[src/rtl/mips_operand_fetch.sv]
// MIPS operand-fetch stage. It issues the register-file reads, absorbs the 1-cycle RF read latency,
// and hands decoded fields plus operands to execute. Define MIPS_OF_BYPASS_EN to forward snooped RF writes.
module mips_operand_fetch #(
    parameter int DATA_W    = 32,
    parameter int RF_ADDR_W = 6
) (
    input  logic                 clk,
    input  logic                 arst,
    input  logic                 in_valid,
    output logic                 in_ready,
    input  logic [DATA_W-1:0]    in_instr,
    output logic                 rf_r_1_en,
    output logic [RF_ADDR_W-1:0] rf_addr_r_1,
    input  logic [DATA_W-1:0]    rf_r_data_1,
    output logic                 rf_r_2_en,
    output logic [RF_ADDR_W-1:0] rf_addr_r_2,
    input  logic [DATA_W-1:0]    rf_r_data_2,
    input  logic                 wb_en,
    input  logic [RF_ADDR_W-1:0] wb_addr,
    input  logic [DATA_W-1:0]    wb_data,
    output logic                 out_valid,
    input  logic                 out_ready,
    output logic [DATA_W-1:0]    out_rs_val,
    output logic [DATA_W-1:0]    out_rt_val,
    output logic [DATA_W-1:0]    out_imm,
    output logic [5:0]           out_opcode,
    output logic [5:0]           out_funct,
    output logic [4:0]           out_shamt,
    output logic [4:0]           out_rt_idx,
    output logic [4:0]           out_rd_idx
);

    localparam int PAD_W = RF_ADDR_W - 5;

    // Stage A: instruction whose RF data arrives this cycle, plus per-operand hold registers
    logic              r_a_valid;
    logic [DATA_W-1:0] r_a_instr;
    logic              r_a_rs_use_hold;
    logic              r_a_rt_use_hold;
    logic [DATA_W-1:0] r_a_rs_hold;
    logic [DATA_W-1:0] r_a_rt_hold;

    // Stage B: output register
    logic              r_out_valid;
    logic [DATA_W-1:0] r_out_rs_val;
    logic [DATA_W-1:0] r_out_rt_val;
    logic [DATA_W-1:0] r_out_imm;
    logic [5:0]        r_out_opcode;
    logic [5:0]        r_out_funct;
    logic [4:0]        r_out_shamt;
    logic [4:0]        r_out_rt_idx;
    logic [4:0]        r_out_rd_idx;
    logic [4:0]        r_b_rs_idx;

    logic              w_accept;
    logic              w_b_load;
    logic [4:0]        w_in_rs_idx;
    logic [4:0]        w_in_rt_idx;
    logic [4:0]        w_a_rs_idx;
    logic [4:0]        w_a_rt_idx;
    logic [DATA_W-1:0] w_a_rs_base;
    logic [DATA_W-1:0] w_a_rt_base;
    logic [DATA_W-1:0] w_a_rs;
    logic [DATA_W-1:0] w_a_rt;
    logic              w_hit_in_rs;
    logic              w_hit_in_rt;
    logic              w_hit_a_rs;
    logic              w_hit_a_rt;
    logic              w_hit_b_rs;
    logic              w_hit_b_rt;

    assign w_b_load    = r_a_valid & (~r_out_valid | out_ready);
    assign in_ready    = ~r_a_valid | w_b_load;
    assign w_accept    = in_valid & in_ready & ~arst;

    assign w_in_rs_idx = in_instr[25:21];
    assign w_in_rt_idx = in_instr[20:16];
    assign w_a_rs_idx  = r_a_instr[25:21];
    assign w_a_rt_idx  = r_a_instr[20:16];

    assign rf_r_1_en   = w_accept;
    assign rf_r_2_en   = w_accept;
    assign rf_addr_r_1 = {{PAD_W{1'b0}}, w_in_rs_idx};
    assign rf_addr_r_2 = {{PAD_W{1'b0}}, w_in_rt_idx};

`ifdef MIPS_OF_BYPASS_EN
    function automatic logic wb_match(input logic en, input logic [RF_ADDR_W-1:0] addr,
                                      input logic [4:0] idx);
        return en && (idx != 5'd0) && (addr == {{PAD_W{1'b0}}, idx});
    endfunction

    assign w_hit_in_rs = wb_match(wb_en, wb_addr, w_in_rs_idx);
    assign w_hit_in_rt = wb_match(wb_en, wb_addr, w_in_rt_idx);
    assign w_hit_a_rs  = wb_match(wb_en, wb_addr, w_a_rs_idx);
    assign w_hit_a_rt  = wb_match(wb_en, wb_addr, w_a_rt_idx);
    assign w_hit_b_rs  = wb_match(wb_en, wb_addr, r_b_rs_idx);
    assign w_hit_b_rt  = wb_match(wb_en, wb_addr, r_out_rt_idx);
`else
    assign w_hit_in_rs = 1'b0;
    assign w_hit_in_rt = 1'b0;
    assign w_hit_a_rs  = 1'b0;
    assign w_hit_a_rt  = 1'b0;
    assign w_hit_b_rs  = 1'b0;
    assign w_hit_b_rt  = 1'b0;
    logic w_unused_wb;
    assign w_unused_wb = ^{wb_en, wb_addr};
`endif

    // Operand priority: $0 forces zero, then a write this cycle, then the held/captured value, then RF data
    assign w_a_rs_base = r_a_rs_use_hold ? r_a_rs_hold : rf_r_data_1;
    assign w_a_rt_base = r_a_rt_use_hold ? r_a_rt_hold : rf_r_data_2;
    assign w_a_rs      = (w_a_rs_idx == 5'd0) ? '0 : (w_hit_a_rs ? wb_data : w_a_rs_base);
    assign w_a_rt      = (w_a_rt_idx == 5'd0) ? '0 : (w_hit_a_rt ? wb_data : w_a_rt_base);

    // NOTE: sequential state is written with non-blocking assignments only, so every flop samples pre-edge values.
    always_ff @(posedge clk) begin
        if (arst) begin
            r_a_valid       <= 1'b0;
            r_a_instr       <= '0;
            r_a_rs_use_hold <= 1'b0;
            r_a_rt_use_hold <= 1'b0;
            r_a_rs_hold     <= '0;
            r_a_rt_hold     <= '0;
        end else if (w_accept) begin
            r_a_valid       <= 1'b1;
            r_a_instr       <= in_instr;
            r_a_rs_use_hold <= w_hit_in_rs;
            r_a_rt_use_hold <= w_hit_in_rt;
            r_a_rs_hold     <= wb_data;
            r_a_rt_hold     <= wb_data;
        end else if (w_b_load) begin
            r_a_valid       <= 1'b0;
        end else if (r_a_valid) begin
            // RF data is only valid for one cycle, so a blocked A keeps its operands locally
            r_a_rs_use_hold <= 1'b1;
            r_a_rt_use_hold <= 1'b1;
            r_a_rs_hold     <= w_a_rs;
            r_a_rt_hold     <= w_a_rt;
        end
    end

    always_ff @(posedge clk) begin
        if (arst) begin
            r_out_valid  <= 1'b0;
            r_out_rs_val <= '0;
            r_out_rt_val <= '0;
            r_out_imm    <= '0;
            r_out_opcode <= '0;
            r_out_funct  <= '0;
            r_out_shamt  <= '0;
            r_out_rt_idx <= '0;
            r_out_rd_idx <= '0;
            r_b_rs_idx   <= '0;
        end else if (w_b_load) begin
            r_out_valid  <= 1'b1;
            r_out_rs_val <= w_a_rs;
            r_out_rt_val <= w_a_rt;
            r_out_imm    <= {{(DATA_W-16){r_a_instr[15]}}, r_a_instr[15:0]};
            r_out_opcode <= r_a_instr[31:26];
            r_out_funct  <= r_a_instr[5:0];
            r_out_shamt  <= r_a_instr[10:6];
            r_out_rt_idx <= w_a_rt_idx;
            r_out_rd_idx <= r_a_instr[15:11];
            r_b_rs_idx   <= w_a_rs_idx;
        end else begin
            if (out_ready) begin
                r_out_valid <= 1'b0;
            end
            if (r_out_valid && !out_ready) begin
                if (w_hit_b_rs) r_out_rs_val <= wb_data;
                if (w_hit_b_rt) r_out_rt_val <= wb_data;
            end
        end
    end

    assign out_valid  = r_out_valid;
    assign out_rs_val = r_out_rs_val;
    assign out_rt_val = r_out_rt_val;
    assign out_imm    = r_out_imm;
    assign out_opcode = r_out_opcode;
    assign out_funct  = r_out_funct;
    assign out_shamt  = r_out_shamt;
    assign out_rt_idx = r_out_rt_idx;
    assign out_rd_idx = r_out_rd_idx;

endmodule

[config.mk]
export PLATFORM = sky130hd
export DESIGN_NAME = mips_operand_fetch
export DESIGN_NICKNAME = d
export VERILOG_FILES = /design/src/rtl/mips_operand_fetch.sv
export SDC_FILE = /design/constraint.sdc
export NUM_CORES = 1
export LEC_CHECK = 0
export ABC_AREA = 1
export CORE_MARGIN = 8
export CORE_UTILIZATION = 25
export CTS_CLUSTER_SIZE = 16
export DETAILED_ROUTE_END_ITERATION = 6
export GPL_TIMING_DRIVEN = 0
export HOLD_SLACK_MARGIN = 0.1
export PLACE_DENSITY = 0.58
export SLEW_MARGIN = 15
export SYNTH_ARGS = -nofsm -noshare
export SYNTH_HDL_FRONTEND = slang
export SYNTH_SLANG_ARGS = --single-unit
[constraint.sdc]
create_clock -name clk -period 1.2 [get_ports clk]
set_input_delay 0.12 -clock clk [delete_from_list [all_inputs] [get_ports clk]]
set_output_delay 0.12 -clock clk [all_outputs]
set_load 0.005 [all_outputs]
==> impl_metrics.tcl <==
set metrics [dict create \
    slew_headroom 0.172 \
    synth_area_mm2 0.00875 \
    hold_path_class "primary input to flip-flop" \
    fin_nets 1664 \
    yosys.area.top_type "dfxtp_1" \
    crit_path_top_delay_cell "dfxtp_2" \
    die-area_mm2 0.0413 \
    end_kind "output pin" \
    ant_nets 0 \
    cts_tree "yes" \
    grt_usage 0.179 \
    core_area_mm2 0.0345 \
    io_pins 278 \
    port_buffers 267 \
    synth_top_cells_by_count "190 x dfxtp_1, 171 x nand2_1, 165 x o21ai_0, 153 x a21oi_1, 89 x inv_1" \
    setup_viol 254 \
    ys_ff_latch 190 \
    tightest_slew_ps 1240 \
    maxCapViolCount 0 \
    ys_types 19 \
    drv_slew 0 \
    fp.dieW_um 203 \
    numCtsBuffers 17 \
    synth_warnings 0 \
    critPathMaxFanout 3 \
    rsz0062_at_grt "yes" \
    multi_input_area_mm2 0.00446 \
    netlist.area_leader.share 0.434 \
    violations "setup timing" \
    finClkSkew_ps 11.7 \
    synth.area.top_cells "dfxtp_1 43%, o21ai_0 9.4%, a21oi_1 8.7%" \
    arrival_ps 1530 \
    fin_crit_ps 1650 \
    drt-wirelength-per-cell_um 19.4 \
    fillerInstances 3465 \
    crit_type "flip-flop to output pin" \
    clock-root-buffer "clkbuf_16" \
    grt_pass1_vias 9414 \
    postSynthAreaPerCell_um2 7.35 \
    fmaxAchievable_mhz 605 \
    die_y_um 203 \
    p_leak_nw 6.25 \
    grt_pass1_wl_um 57000 \
    row_count 68 \
    critical-path-max-stage-delay_ps 360 \
    p_total_mw 16.7 \
    area_growth_pct 65.3 \
    wl_um 38800 \
    crit_required_ps 1080 \
    async_flop_share 0 \
    vias_per_cell 4.86 \
    clock_sinks 190 \
    antenna_found_initial 11 \
    yosysMostFrequentCell "dfxtp_1" \
    vias 9717 \
    drive_above_1_share 0.241 \
    start_util 0.253 \
    cts_buffer_depth 2 \
    clk_pin_slew_ps 80 \
    dr.pass1.iters 4 \
    place_ws_ps -1070 \
    syn_inst 1191 \
    cp_common_cell "buf_6" \
    status "complete, but fails checks" \
    drc 0 \
    seqCellArea_mm2 0.00383 \
    worstSkewPairLatency_ps 440 \
    place_congestion 0.853 \
    crit_chain "nand3_4, buf_6, nand3_4, clkinvlp_4, buf_6, buf_6, buf_6" \
    synth.yosys.seq_area_share 0.434 \
    drt_iter0_markers 765 \
    grt-ovfl-total 0 \
    powerDensity_mw_per_mm2 1160 \
    dp_hpwl_um 28700 \
    fin_crit_sh 1.38 \
    hold_viol_final 0 \
    start_kind "flip-flop" \
    grt_max_degree 20 \
    synth-main-ff-cell "dfxtp_1" \
    synth_edf_count 0 \
    worst_ir_drop_vdd_mv 0.977 \
    htreeDepth 4 \
    setup_ws_ps -452 \
]
## stage by stage
step	TNS, ps	hold slack (ps)	cell area, um^2	std cells	utilization
2_1_floorplan	0	223	8760	1192	-
3_3_place_gp	-130080	434	12000	1914	0.347
4_1_cts	-53300	198	13900	1986	0.403
3_5_place_dp	-131490	438	12000	1914	0.347
6_report	-52970	207	14500	1998	0.419
5_1_grt	-67410	199	14500	1997	0.419
## where the power goes
| group | internal [mW] | switching, mW |
|---|---|---|
| Clock | 3.04 | 2.87 |
| Sequential | 6.76 | 0.196 |
| Combinational | 1.88 | 1.99 |
## layout by cell type, fill, tap and decap left out, drive strengths merged, types with 64 or more instances in the layout
| cell | Yosys | routed |
|---|---|---|
| clkdlybuf4s50 | 0 | 158 |
| nand2 | 173 | 173 |
| a21oi | 153 | 153 |
| buf | 95 | 173 |
| o211ai | 64 | 64 |
| nor2 | 78 | 78 |
| nand3 | 77 | 77 |
| dfxtp | 190 | 190 |
| clkbuf | 57 | 73 |
| inv | 93 | 99 |
| o21ai | 178 | 178 |
## layer usage
metal / vias up / global-route usage / share of wire
met5: - / 0 / 0.0020
met4: 12 / 0.0743 / 0.039
met3: 94 / 0.0560 / 0.079
met2: 394 / 0.296 / 0.48
met1: 4540 / 0.212 / 0.40
li1: 4677 / - / -
## worst paths after layout
kind | start | endpoint | slack [ps] | cells past startpoint
worst max-delay path | r_a_valid | rf_r_2_en | -450 | 7
worst min-delay path | in_instr[31] | r_a_instr[31] | 210 | 3
worst max register to register | r_a_valid | r_a_rs_hold[6] | -410 | 10
worst min register to register | r_a_instr[6] | out_imm[6] | 440 | 2
## logic make-up after synthesis
group | after synthesis | share of synthesized area
and+or+nand+nor | 328 | 0.154
DFF | 190 | 0.434
AOI/OAI and AO/OA | 427 | 0.272
buffers and inverters | 245 | 0.140
other | 1 | 0.000428
## area by class of cell
cell class | instances | share of cell area
Clock inverter | 14 | 0.0115
Antenna cell | 5 | 0.000865
Multi-Input combinational cell | 757 | 0.308
Sequential cell | 190 | 0.265
Buffer | 152 | 0.0945
Timing Repair Buffer | 314 | 0.225
Inverter | 93 | 0.0249
Clock buffer | 18 | 0.0304
Tap cell | 455 | 0.0393
## worst max-delay path, delay by kind of cell, from the launching register on
family / cells / cell delay [ps]
buf+inv: 5 / 590
flops: 1 / 360
simple gates: 2 / 140
## repair_timing
| action | in CTS | in global routing |
|---|---|---|
| pin swaps | 27 | 29 |
| gates cloned | 8 | 3 |
| hold buffers | 0 | 0 |
| setup buffers | 32 | 6 |
| gates resized for setup | 485 | 163 |
| endpoints found under the setup margin | 326 | 309 |
## registers in the layout (all words and copies together) (netlist names)
| signal | flops |
|---|---|
| out_opcode | 6 |
| out_rt_idx | 5 |
| out_valid | 1 |
| r_a_valid | 1 |
| r_a_rt_use_hold | 1 |
| out_rs_val | 32 |
| r_a_instr | 32 |
| r_a_rs_hold | 32 |
| out_rt_val | 32 |
| r_a_rt_hold | 32 |
| out_imm | 16 |
(Power assumes the default switching activity.)
